### src/rtl/seg_msg_sched_if.sv
// seg_msg_sched_if: status/message inputs and registered display outputs of the message scheduler
interface seg_msg_sched_if;
    logic [31:0] base_value;
    logic [7:0]  base_en;
    logic [1:0]  req;
    logic [63:0] msg_value;
    logic [15:0] msg_en;
    logic [1:0]  msg_blink;
    logic        clr;
    logic [1:0]  ack;
    logic [31:0] seg_value;
    logic [7:0]  seg_en;
    logic        busy;
    logic        active_id;

    modport master (
        output base_value, base_en, req, msg_value, msg_en, msg_blink, clr,
        input  ack, seg_value, seg_en, busy, active_id
    );

    modport slave (
        input  base_value, base_en, req, msg_value, msg_en, msg_blink, clr,
        output ack, seg_value, seg_en, busy, active_id
    );
endinterface

### src/rtl/seg_msg_sched.sv
// seg_msg_sched: shows status digits, temporarily replaced by prioritised timed (optionally blinking) messages
module seg_msg_sched #(
    parameter int HOLD_CYC   = 50_000_000,
    parameter int BLINK_HALF = 12_500_000
) (
    input logic             clk,
    input logic             rst_n,
    seg_msg_sched_if.slave  bus
);
    localparam int HW = $clog2(HOLD_CYC + 1);
    localparam int BW = $clog2(BLINK_HALF + 1);

    typedef enum logic {IDLE, SHOW} state_t;

    state_t        state_q, state_d;
    logic [HW-1:0] hold_q, hold_d;
    logic [BW-1:0] blink_q, blink_d;
    logic          phase_q, phase_d;
    logic [31:0]   lat_val_q, lat_val_d;
    logic [7:0]    lat_en_q, lat_en_d;
    logic          lat_blink_q, lat_blink_d;
    logic [31:0]   seg_value_q, seg_value_d;
    logic [7:0]    seg_en_q, seg_en_d;
    logic [1:0]    ack_q, ack_d;
    logic          busy_q, busy_d;
    logic          id_q, id_d;
    logic          k;

    // state, latched message, counters and all outputs are registered here
    always_ff @(posedge clk or negedge rst_n) begin
        if (!rst_n) begin
            state_q     <= IDLE;
            hold_q      <= '0;
            blink_q     <= '0;
            phase_q     <= 1'b0;
            lat_val_q   <= '0;
            lat_en_q    <= '0;
            lat_blink_q <= 1'b0;
            seg_value_q <= '0;
            seg_en_q    <= '0;
            ack_q       <= '0;
            busy_q      <= 1'b0;
            id_q        <= 1'b0;
        end else begin
            state_q     <= state_d;
            hold_q      <= hold_d;
            blink_q     <= blink_d;
            phase_q     <= phase_d;
            lat_val_q   <= lat_val_d;
            lat_en_q    <= lat_en_d;
            lat_blink_q <= lat_blink_d;
            seg_value_q <= seg_value_d;
            seg_en_q    <= seg_en_d;
            ack_q       <= ack_d;
            busy_q      <= busy_d;
            id_q        <= id_d;
        end
    end

    // next state: grant in IDLE (message visible with its ack), hold/blink timing in SHOW
    always_comb begin
        state_d     = state_q;
        hold_d      = hold_q;
        blink_d     = blink_q;
        phase_d     = phase_q;
        lat_val_d   = lat_val_q;
        lat_en_d    = lat_en_q;
        lat_blink_d = lat_blink_q;
        seg_value_d = bus.base_value;
        seg_en_d    = bus.base_en;
        ack_d       = 2'b00;
        busy_d      = 1'b0;
        id_d        = id_q;
        k           = bus.req[1];
        if (state_q == IDLE) begin
            if (bus.req != 2'b00 && !bus.clr) begin
                state_d     = SHOW;
                hold_d      = '0;
                blink_d     = '0;
                phase_d     = 1'b0;
                lat_val_d   = k ? bus.msg_value[63:32] : bus.msg_value[31:0];
                lat_en_d    = k ? bus.msg_en[15:8] : bus.msg_en[7:0];
                lat_blink_d = bus.msg_blink[k];
                id_d        = k;
                ack_d[k]    = 1'b1;
                busy_d      = 1'b1;
                seg_value_d = lat_val_d;
                seg_en_d    = lat_en_d;
            end
        end else if (bus.clr || hold_q == HW'(HOLD_CYC - 1)) begin
            state_d = IDLE;
        end else begin
            hold_d      = hold_q + HW'(1);
            blink_d     = (blink_q == BW'(BLINK_HALF - 1)) ? '0 : blink_q + BW'(1);
            phase_d     = (blink_q == BW'(BLINK_HALF - 1)) ? ~phase_q : phase_q;
            busy_d      = 1'b1;
            seg_value_d = lat_val_q;
            seg_en_d    = (lat_blink_q && phase_d) ? 8'h00 : lat_en_q;
        end
    end

    assign bus.seg_value = seg_value_q;
    assign bus.seg_en    = seg_en_q;
    assign bus.ack       = ack_q;
    assign bus.busy      = busy_q;
    assign bus.active_id = id_q;
endmodule

### src/flat_wrapper.sv
// flat-port wrapper written by rule: the top's interface ports become plain ports
module seg_msg_sched_flat 
#(
    parameter int HOLD_CYC   = 50_000_000,
    parameter int BLINK_HALF = 12_500_000
)
  (clk, rst_n, bus_base_value, bus_base_en, bus_req, bus_msg_value, bus_msg_en, bus_msg_blink, bus_clr, bus_ack, bus_seg_value, bus_seg_en, bus_busy, bus_active_id);
  seg_msg_sched_if bus_i ();
  input logic clk;
  input logic rst_n;
  input wire logic [$bits(bus_i.base_value)-1:0] bus_base_value;
  input wire logic [$bits(bus_i.base_en)-1:0] bus_base_en;
  input wire logic [$bits(bus_i.req)-1:0] bus_req;
  input wire logic [$bits(bus_i.msg_value)-1:0] bus_msg_value;
  input wire logic [$bits(bus_i.msg_en)-1:0] bus_msg_en;
  input wire logic [$bits(bus_i.msg_blink)-1:0] bus_msg_blink;
  input wire logic [$bits(bus_i.clr)-1:0] bus_clr;
  output wire logic [$bits(bus_i.ack)-1:0] bus_ack;
  output wire logic [$bits(bus_i.seg_value)-1:0] bus_seg_value;
  output wire logic [$bits(bus_i.seg_en)-1:0] bus_seg_en;
  output wire logic [$bits(bus_i.busy)-1:0] bus_busy;
  output wire logic [$bits(bus_i.active_id)-1:0] bus_active_id;
  assign bus_i.base_value = bus_base_value;
  assign bus_i.base_en = bus_base_en;
  assign bus_i.req = bus_req;
  assign bus_i.msg_value = bus_msg_value;
  assign bus_i.msg_en = bus_msg_en;
  assign bus_i.msg_blink = bus_msg_blink;
  assign bus_i.clr = bus_clr;
  assign bus_ack = bus_i.ack;
  assign bus_seg_value = bus_i.seg_value;
  assign bus_seg_en = bus_i.seg_en;
  assign bus_busy = bus_i.busy;
  assign bus_active_id = bus_i.active_id;
  seg_msg_sched #(.HOLD_CYC(HOLD_CYC), .BLINK_HALF(BLINK_HALF)) u_core (.clk(clk), .rst_n(rst_n), .bus(bus_i));
endmodule
### config.mk
export PLATFORM = sky130hd
export DESIGN_NAME = seg_msg_sched_flat
export DESIGN_NICKNAME = d
export VERILOG_FILES = /design/src/rtl/seg_msg_sched_if.sv /design/src/rtl/seg_msg_sched.sv /design/src/flat_wrapper.sv
export SDC_FILE = /design/constraint.sdc
export NUM_CORES = 1
export LEC_CHECK = 0
export ABC_AREA = 1
export BUFFER_PORTS_ARGS = -buffer_cell sky130_fd_sc_hd__buf_2
export CAP_MARGIN = 20
export CORE_MARGIN = 5
export CORE_UTILIZATION = 35
export DETAILED_ROUTE_END_ITERATION = 8
export GPL_TIMING_DRIVEN = 0
export SETUP_SLACK_MARGIN = 0.2
export SLEW_MARGIN = 20
export SYNTH_ARGS = -nofsm -noshare
export SYNTH_HDL_FRONTEND = slang
export SYNTH_SLANG_ARGS = --single-unit
### constraint.sdc
create_clock -name clk -period 5.5 [get_ports clk]
set_input_delay 0.275 -clock clk [delete_from_list [all_inputs] [get_ports clk]]
set_output_delay 0.275 -clock clk [all_outputs]
set_load 0.01 [all_outputs]
==> out/results.ini, run 1 <==
[timing]
slew_headroom_pct = 55.2
min_period_over_period_pct = 42.7
grt_setup_unrepaired = false
final_max_slew_viol_count = 0
worst_pin_slew_ns = 0.672
clock.fmax_ghz = 0.426
min_period_ns = 2.35
clock_skew_ns = 0.0154
final_hold_viol_count = 0
finalSetupTns_ns = 0
setup_viol = 0

[worst_setup_path]
path_common_cell = nand2_1
cp.arrival_ns = 2.61
max_stage_delay_ns = 0.42
critPathMaxFanout = 10
endpoint_kind = flop
worstSetupPathType = reg2reg
path_cells = ha_1 > nand2_1 > nor2_4 > nand4_1 > nor2_1 > nand2_1 > nand2_2 > buf_2 > a21oi_1 > nand2_1 > nand2_1
cp_slowest_cell = dfrtp_1
startpoint_type = flop
crit_required_ns = 5.76

[clock_tree]
clk_latency_ns = 0.43
holdBufCountCts = 1
tritoncts = yes
clock-sinks = 136
post_cts_resized = 0
root_buffer = clkbuf_16
cts_setup_buffers = 0
cts_buffer_depth = 2
clk_pin_slew_worst_paths_ns = 0.07
cts_inserted_buffers = 17
h-tree-depth = 4

[finish]
drive_gt1_share_pct = 19.8
antenna_cells = 0
area_growth_pct = 23.0
design_area_mm2 = 0.00968
fin_util_pct = 44.1
final_nets = 1447

[grt]
grt_first_pass_wirelength_um = 38900
grtUsageTotal_pct = 18.6
grt-ovfl-total = 0
grt_pass1_vias = 7675
grt_max_degree = 95
antenna_found_initial = 4

[power_and_ir_drop]
finalPower_uw = 2890
ir_drop_uv = 175
power_density_mw_per_mm2 = 299
p_leak_uw = 0.00510

[synth]
synth_nets = 1256
synth_top_area_cell = dfrtp_1
ys_ff_latch = 136
async_reset_ff_share_pct = 100
synth_area_leaders = dfrtp_1 (43%), nand2_1 (22%), inv_1 (6.3%)
synth_cells = 1127
yosysMostFrequentCell = nand2_1
yosysUniqueCellTypes = 31
synth.avg_cell_area_um2 = 6.98
yosysWarningCount = 0
synth_common_cells = nand2_1 (464), dfrtp_1 (136), inv_1 (132)
synth_edf_count = 0
netlist_area_mm2 = 0.00787
seq_area_frac_synth_pct = 43.2
synth_ff_type = dfrtp_1
yosysTopAreaCellShare_pct = 43.2

[floorplan]
floorplan.initialDensity_pct = 35.8
fp.coreArea_mm2 = 0.0220
rows = 54
die_w_um = 160
die_h_um = 160
io_pins = 171
die-area_mm2 = 0.0256

[route]
antenna_left = 0
first_iter_violations = 381
drcViolationCount = 0
avgRoutedWirePerCell_um = 14.6
first_pass_iters = 5
wl_um = 23500
num_vias = 7650
viasPerCell = 4.75

[placement]
place_hpwl_um = 17700
place_area_mm2 = 0.00911
io_buffers = 170
globalplace.congestion = 0.933

[job]
drv_cap = 0

[worst_hold_path]
min_path_type = in2reg

[run_status]
status = completed

[logic make-up (layout without fill, tap and decap cells)]
kind of cell / count (synthesis) / count (layout) / synth area share [%]
xor gates and xnor gates: 27 / 27 / 3.00
buffers and inverters: 180 / 384 / 9.68
DFF: 136 / 136 / 43.2
adders and majority gates: 2 / 2 / 0.318
AOI/OAI and AO/OA: 103 / 103 / 8.46
and+or+nand+nor: 679 / 679 / 35.3
[power breakdown]
group,leakage (uW),internal (uW),switching (uW)
Combinational,0.00308,218,374
Clock,0.000264,640,463
Sequential,0.00175,1140,55.5
Total,0.00510,2000,892
[layout by cell type (no fill, tap or decap), drive strengths merged]
master	n
nor4	1
ha	2
inv	139
a22oi	2
nand3	99
nand2	466
nor2	82
o22ai	7
bufinv	1
dlygate4sd3	1
o211ai	13
clkinvlp	4
clkbuf	34
xnor2	5
a21oi	27
nand3b	1
buf	201
nor3	17
clkinv	4
dfrtp	136
o21ai	54
nand4	13
xor2	22
[sequential cells by signal (all words and copies together), names as in the netlist, 2 cells and up]
register	flops
u_core.hold_q	26
u_core.bus.seg_value	32
u_core.bus.seg_en	8
u_core.blink_q	24
u_core.lat_en_q	8
u_core.bus.ack	2
u_core.lat_val_q	32
[stage by stage]
step	std cells	hold WS, ns	worst slack (ns)
floorplan	1127	-0.0206	3.73
global placement	1577	0.455	2.00
detailed placement	1578	0.214	3.17
CTS	1611	0.0527	3.17
global route	1611	0.0726	2.95
finish	1611	0.0670	3.15
[final timing paths]
| check | startpoint | to | slack (ns) | cells past startpoint |
|---|---|---|---|---|
| min in group asynchronous | rst_n | u_core.bus.seg_value[24] | 0.35 | 2 |
| max reg2reg | u_core.hold_q[0] | u_core.bus.seg_en[6] | 3.15 | 11 |
| max in group asynchronous | rst_n | u_core.bus.seg_value[3] | 4.32 | 3 |
| min reg2reg | u_core.lat_en_q[1] | u_core.lat_en_q[1] | 0.48 | 2 |
| max | u_core.hold_q[0] | u_core.bus.seg_en[6] | 3.15 | 11 |
| min | bus_base_value[15] | u_core.bus.seg_value[15] | 0.07 | 3 |
[final cells by class]
cell class	count	area (um2)
repair buffers	172	898
clock inverters	12	118
inverters	136	510
flip-flops and latches	136	3400
fillers	2258	12300
multi-input cells	811	3710
well taps	280	350
clock buffers	20	447
plain buffers	44	251
[layer usage]
metal / GRT usage, % / up-vias / share of wire [%]
li1: - / 3898 / -
met1: 23.9 / 3462 / 44
met2: 30.6 / 236 / 47
met3: 4.82 / 48 / 7.1
met4: 6.06 / 6 / 2.0
met5: 0 / - / 0.12
[worst max-delay path: cells and delay by family, from the launching register on]
kind,cells,cell delay (ns)
AO/OA/AOI/OAI,1,0.10
adder cells (fa/ha/maj),1,0.31
buffers and inverters,1,0.29
flip-flops,1,0.42
AND/OR/NAND/NOR,8,1.06
No activity file was read; power rests on OpenSTA's default activity.
==> run 2: changes to the inputs <==
Clock period 5.5 ns to 2.4 ns, I/O delays scaled along.
==> run 2 against run 1 <==
- combinational power increased to 2.6 times the previous value
- first-iteration DRC count grew 7.1%
- wire length increased by 4.9%
- register-to-register slack got worse by 2.9 ns
- sequential share of layout area down 2.9 points
- global-route usage up 0.68 points
- maximum frequency is 11% higher
- clock-buffer cell count is the same
- via count rose by 6.4%
- design area is 9.1% higher
- total power is 140% higher
- critical path type unchanged
- critical endpoint is now u_core.lat_blink_q
- highest routed layer unchanged
==> out/results.ini, run 2 (synthesis results as in run 1) <==
[route]
drcViolationCount = 0  ; unchanged
first_iter_violations = 408  ; was 381
wl_um = 24600  ; was 23,500 um
first_pass_iters = 5  ; unchanged
antenna_left = 0  ; unchanged
viasPerCell = 4.80  ; was 4.75
num_vias = 8142  ; was 7,650
avgRoutedWirePerCell_um = 14.5  ; was 14.6 um

[worst_setup_path]
reg2regPathDepth = 8  ; was 11
startpoint = u_core.state_q  ; was u_core.hold_q[0]
rr_endpoint = u_core.lat_blink_q  ; was u_core.bus.seg_en[6]
regToRegStartpoint = u_core.state_q  ; was u_core.hold_q[0]
crit_required_ns = 2.76  ; was 5.76 ns
cp.arrival_ns = 2.48  ; was 2.61 ns
startpoint_type = flop  ; unchanged
r2r_slack_ns = 0.28  ; was 3.15 ns
critPathMaxFanout = 10  ; unchanged
endpoint = u_core.lat_blink_q  ; was u_core.bus.seg_en[6]
worstSetupPathType = reg2reg  ; unchanged
endpoint_kind = flop  ; unchanged

[timing]
slew_headroom_pct = 56.6  ; was 55.2%
setup_ws_ns = 0.281  ; was 3.15 ns
worst_pin_slew_ns = 0.652  ; was 0.672 ns
finalSetupTns_ns = 0  ; unchanged
setup_viol = 0  ; unchanged
clock_skew_ns = 0.0154  ; about the same
min_period_over_period_pct = 88.3  ; was 42.7%
final_hold_viol_count = 0  ; unchanged
min_period_ns = 2.12  ; was 2.35 ns
grt_setup_unrepaired = false  ; unchanged
clock.fmax_ghz = 0.472  ; was 0.426 GHz
final_max_slew_viol_count = 0  ; unchanged
hold_ws_ns = 0.00830  ; was 0.0670 ns

[clock_tree]
tritoncts = yes  ; unchanged
clk_latency_ns = 0.43  ; about the same
cts_buffer_depth = 2  ; unchanged
root_buffer = clkbuf_16  ; unchanged
cts_inserted_buffers = 17  ; unchanged
clock-sinks = 136  ; unchanged
clk_pin_slew_worst_paths_ns = 0.06  ; was 0.07 ns
h-tree-depth = 4  ; unchanged

[grt]
grt_pass1_vias = 8146  ; was 7,675
antenna_found_initial = 1  ; was 4
grtUsageTotal_pct = 19.3  ; was 18.6%
grt_first_pass_wirelength_um = 40500  ; was 38,900 um
grt_max_degree = 95  ; unchanged
grt-ovfl-total = 0  ; unchanged

[job]
drv_cap = 0  ; unchanged

[floorplan]
die-area_mm2 = 0.0256  ; unchanged
fp.coreArea_mm2 = 0.0220  ; unchanged
rows = 54  ; unchanged
io_pins = 171  ; unchanged
floorplan.initialDensity_pct = 35.8  ; unchanged
die_h_um = 160  ; unchanged
die_w_um = 160  ; unchanged

[finish]
final_nets = 1531  ; was 1,447
layout_common_cells = nand2_1 (462), buf_2 (180), dfrtp_1 (135)  ; was nand2_1 (464), buf_2 (184), dfrtp_1 (136)
drive_gt1_share_pct = 19.4  ; was 19.8%
design_area_mm2 = 0.0106  ; was 0.00968 mm2
nFillCells = 2153  ; was 2,258
antenna_cells = 0  ; unchanged
area_growth_pct = 34.3  ; was 23.0%
fin_util_pct = 48.1  ; was 44.1%
layout_commonest_cell = nand2_1  ; unchanged

[placement]
place_hpwl_um = 17700  ; unchanged
place_area_mm2 = 0.00911  ; unchanged
io_buffers = 170  ; unchanged
pre_cts_ws_ns = 0.0692  ; was 3.17 ns
globalplace.congestion = 0.933  ; unchanged

[power_and_ir_drop]
power_density_mw_per_mm2 = 643  ; was 299 mW/mm2
ir_drop_uv = 407  ; was 175 uV
p_leak_uw = 0.00547  ; was 0.00510 uW

[worst_hold_path]
min_path_type = in2reg  ; unchanged

[run_status]
status = completed  ; unchanged

-- run 2: changes by cell type in the layout (fill, tap and decap cells not counted), moves of 2 or more --
cell	change
dlygate4sd3_1	+79
buf_4	+6
buf_2	-4
clkbuf_4	+3
nand2_1	-2
-- run 2: per-stage QoR --
stage          cells  power (uW)
6_report        1695        6800
5_1_grt         1695        7140
4_1_cts         1690        6820
3_5_place_dp    1578        4150
3_3_place_gp    1577        4130
2_1_floorplan   1127        3560
-- run 2: how the worst min path moves through the flow --
stage                        from                       end  depth (start not counted)
2_1_floorplan               rst_n         u_core.blink_q[0]                          0
3_3_place_gp   bus_base_value[16]  u_core.bus.seg_value[16]                          3
3_5_place_dp                rst_n   u_core.bus.seg_value[2]                          1
4_1_cts         bus_msg_value[27]      u_core.lat_val_q[27]                          5
5_1_grt            bus_base_en[6]      u_core.bus.seg_en[6]                          3
6_report           bus_base_en[6]      u_core.bus.seg_en[6]                          3
-- run 2: layer usage --
| layer | part of all wire, % | track usage [%] | routed length [um] |
|---|---|---|---|
| met4 | 2.4 | 6.45 | 580 |
| met2 | 49 | 32.9 | 12000 |
| met5 | 0.028 | 0 | 7 |
| met1 | 43 | 24.3 | 10500 |
| met3 | 6.4 | 3.97 | 1570 |
-- run 2: critical path, stage by stage (launching register included) --
cell and delay (ns):
dfrtp_1 0.37, buf_2 0.21, nor2_1 0.22, nand2_1 0.16, inv_1 0.12, buf_2 0.27
nand2_1 0.08, nand3_1 0.09, dlygate4sd3_1 0.55
-- run 2: area by class of cell --
cell class	count	area [um2]	area share, %
Tap cell	280	350	3.31
Clock buffer	20	447	4.23
Inverter	136	514	4.87
Clock inverter	12	118	1.11
Multi-Input combinational cell	811	3750	35.5
Buffer	44	262	2.47
Timing Repair Buffer	256	1730	16.3
Sequential cell	136	3400	32.2
-- run 2: repair_timing --
action | CTS | global route
pin swaps | 0 | 2
hold buffers | 80 | 0
hold endpoints to repair | 101 | 0
endpoints found under the setup margin | 20 | 94
buffers inserted | 0 | 5
gates resized for setup | 4 | 12
-- run 2: power breakdown --
part	switching, uW	internal (uW)
Clock	1060	1470
Sequential	134	2620
Combinational	895	625
Total	2090	4710
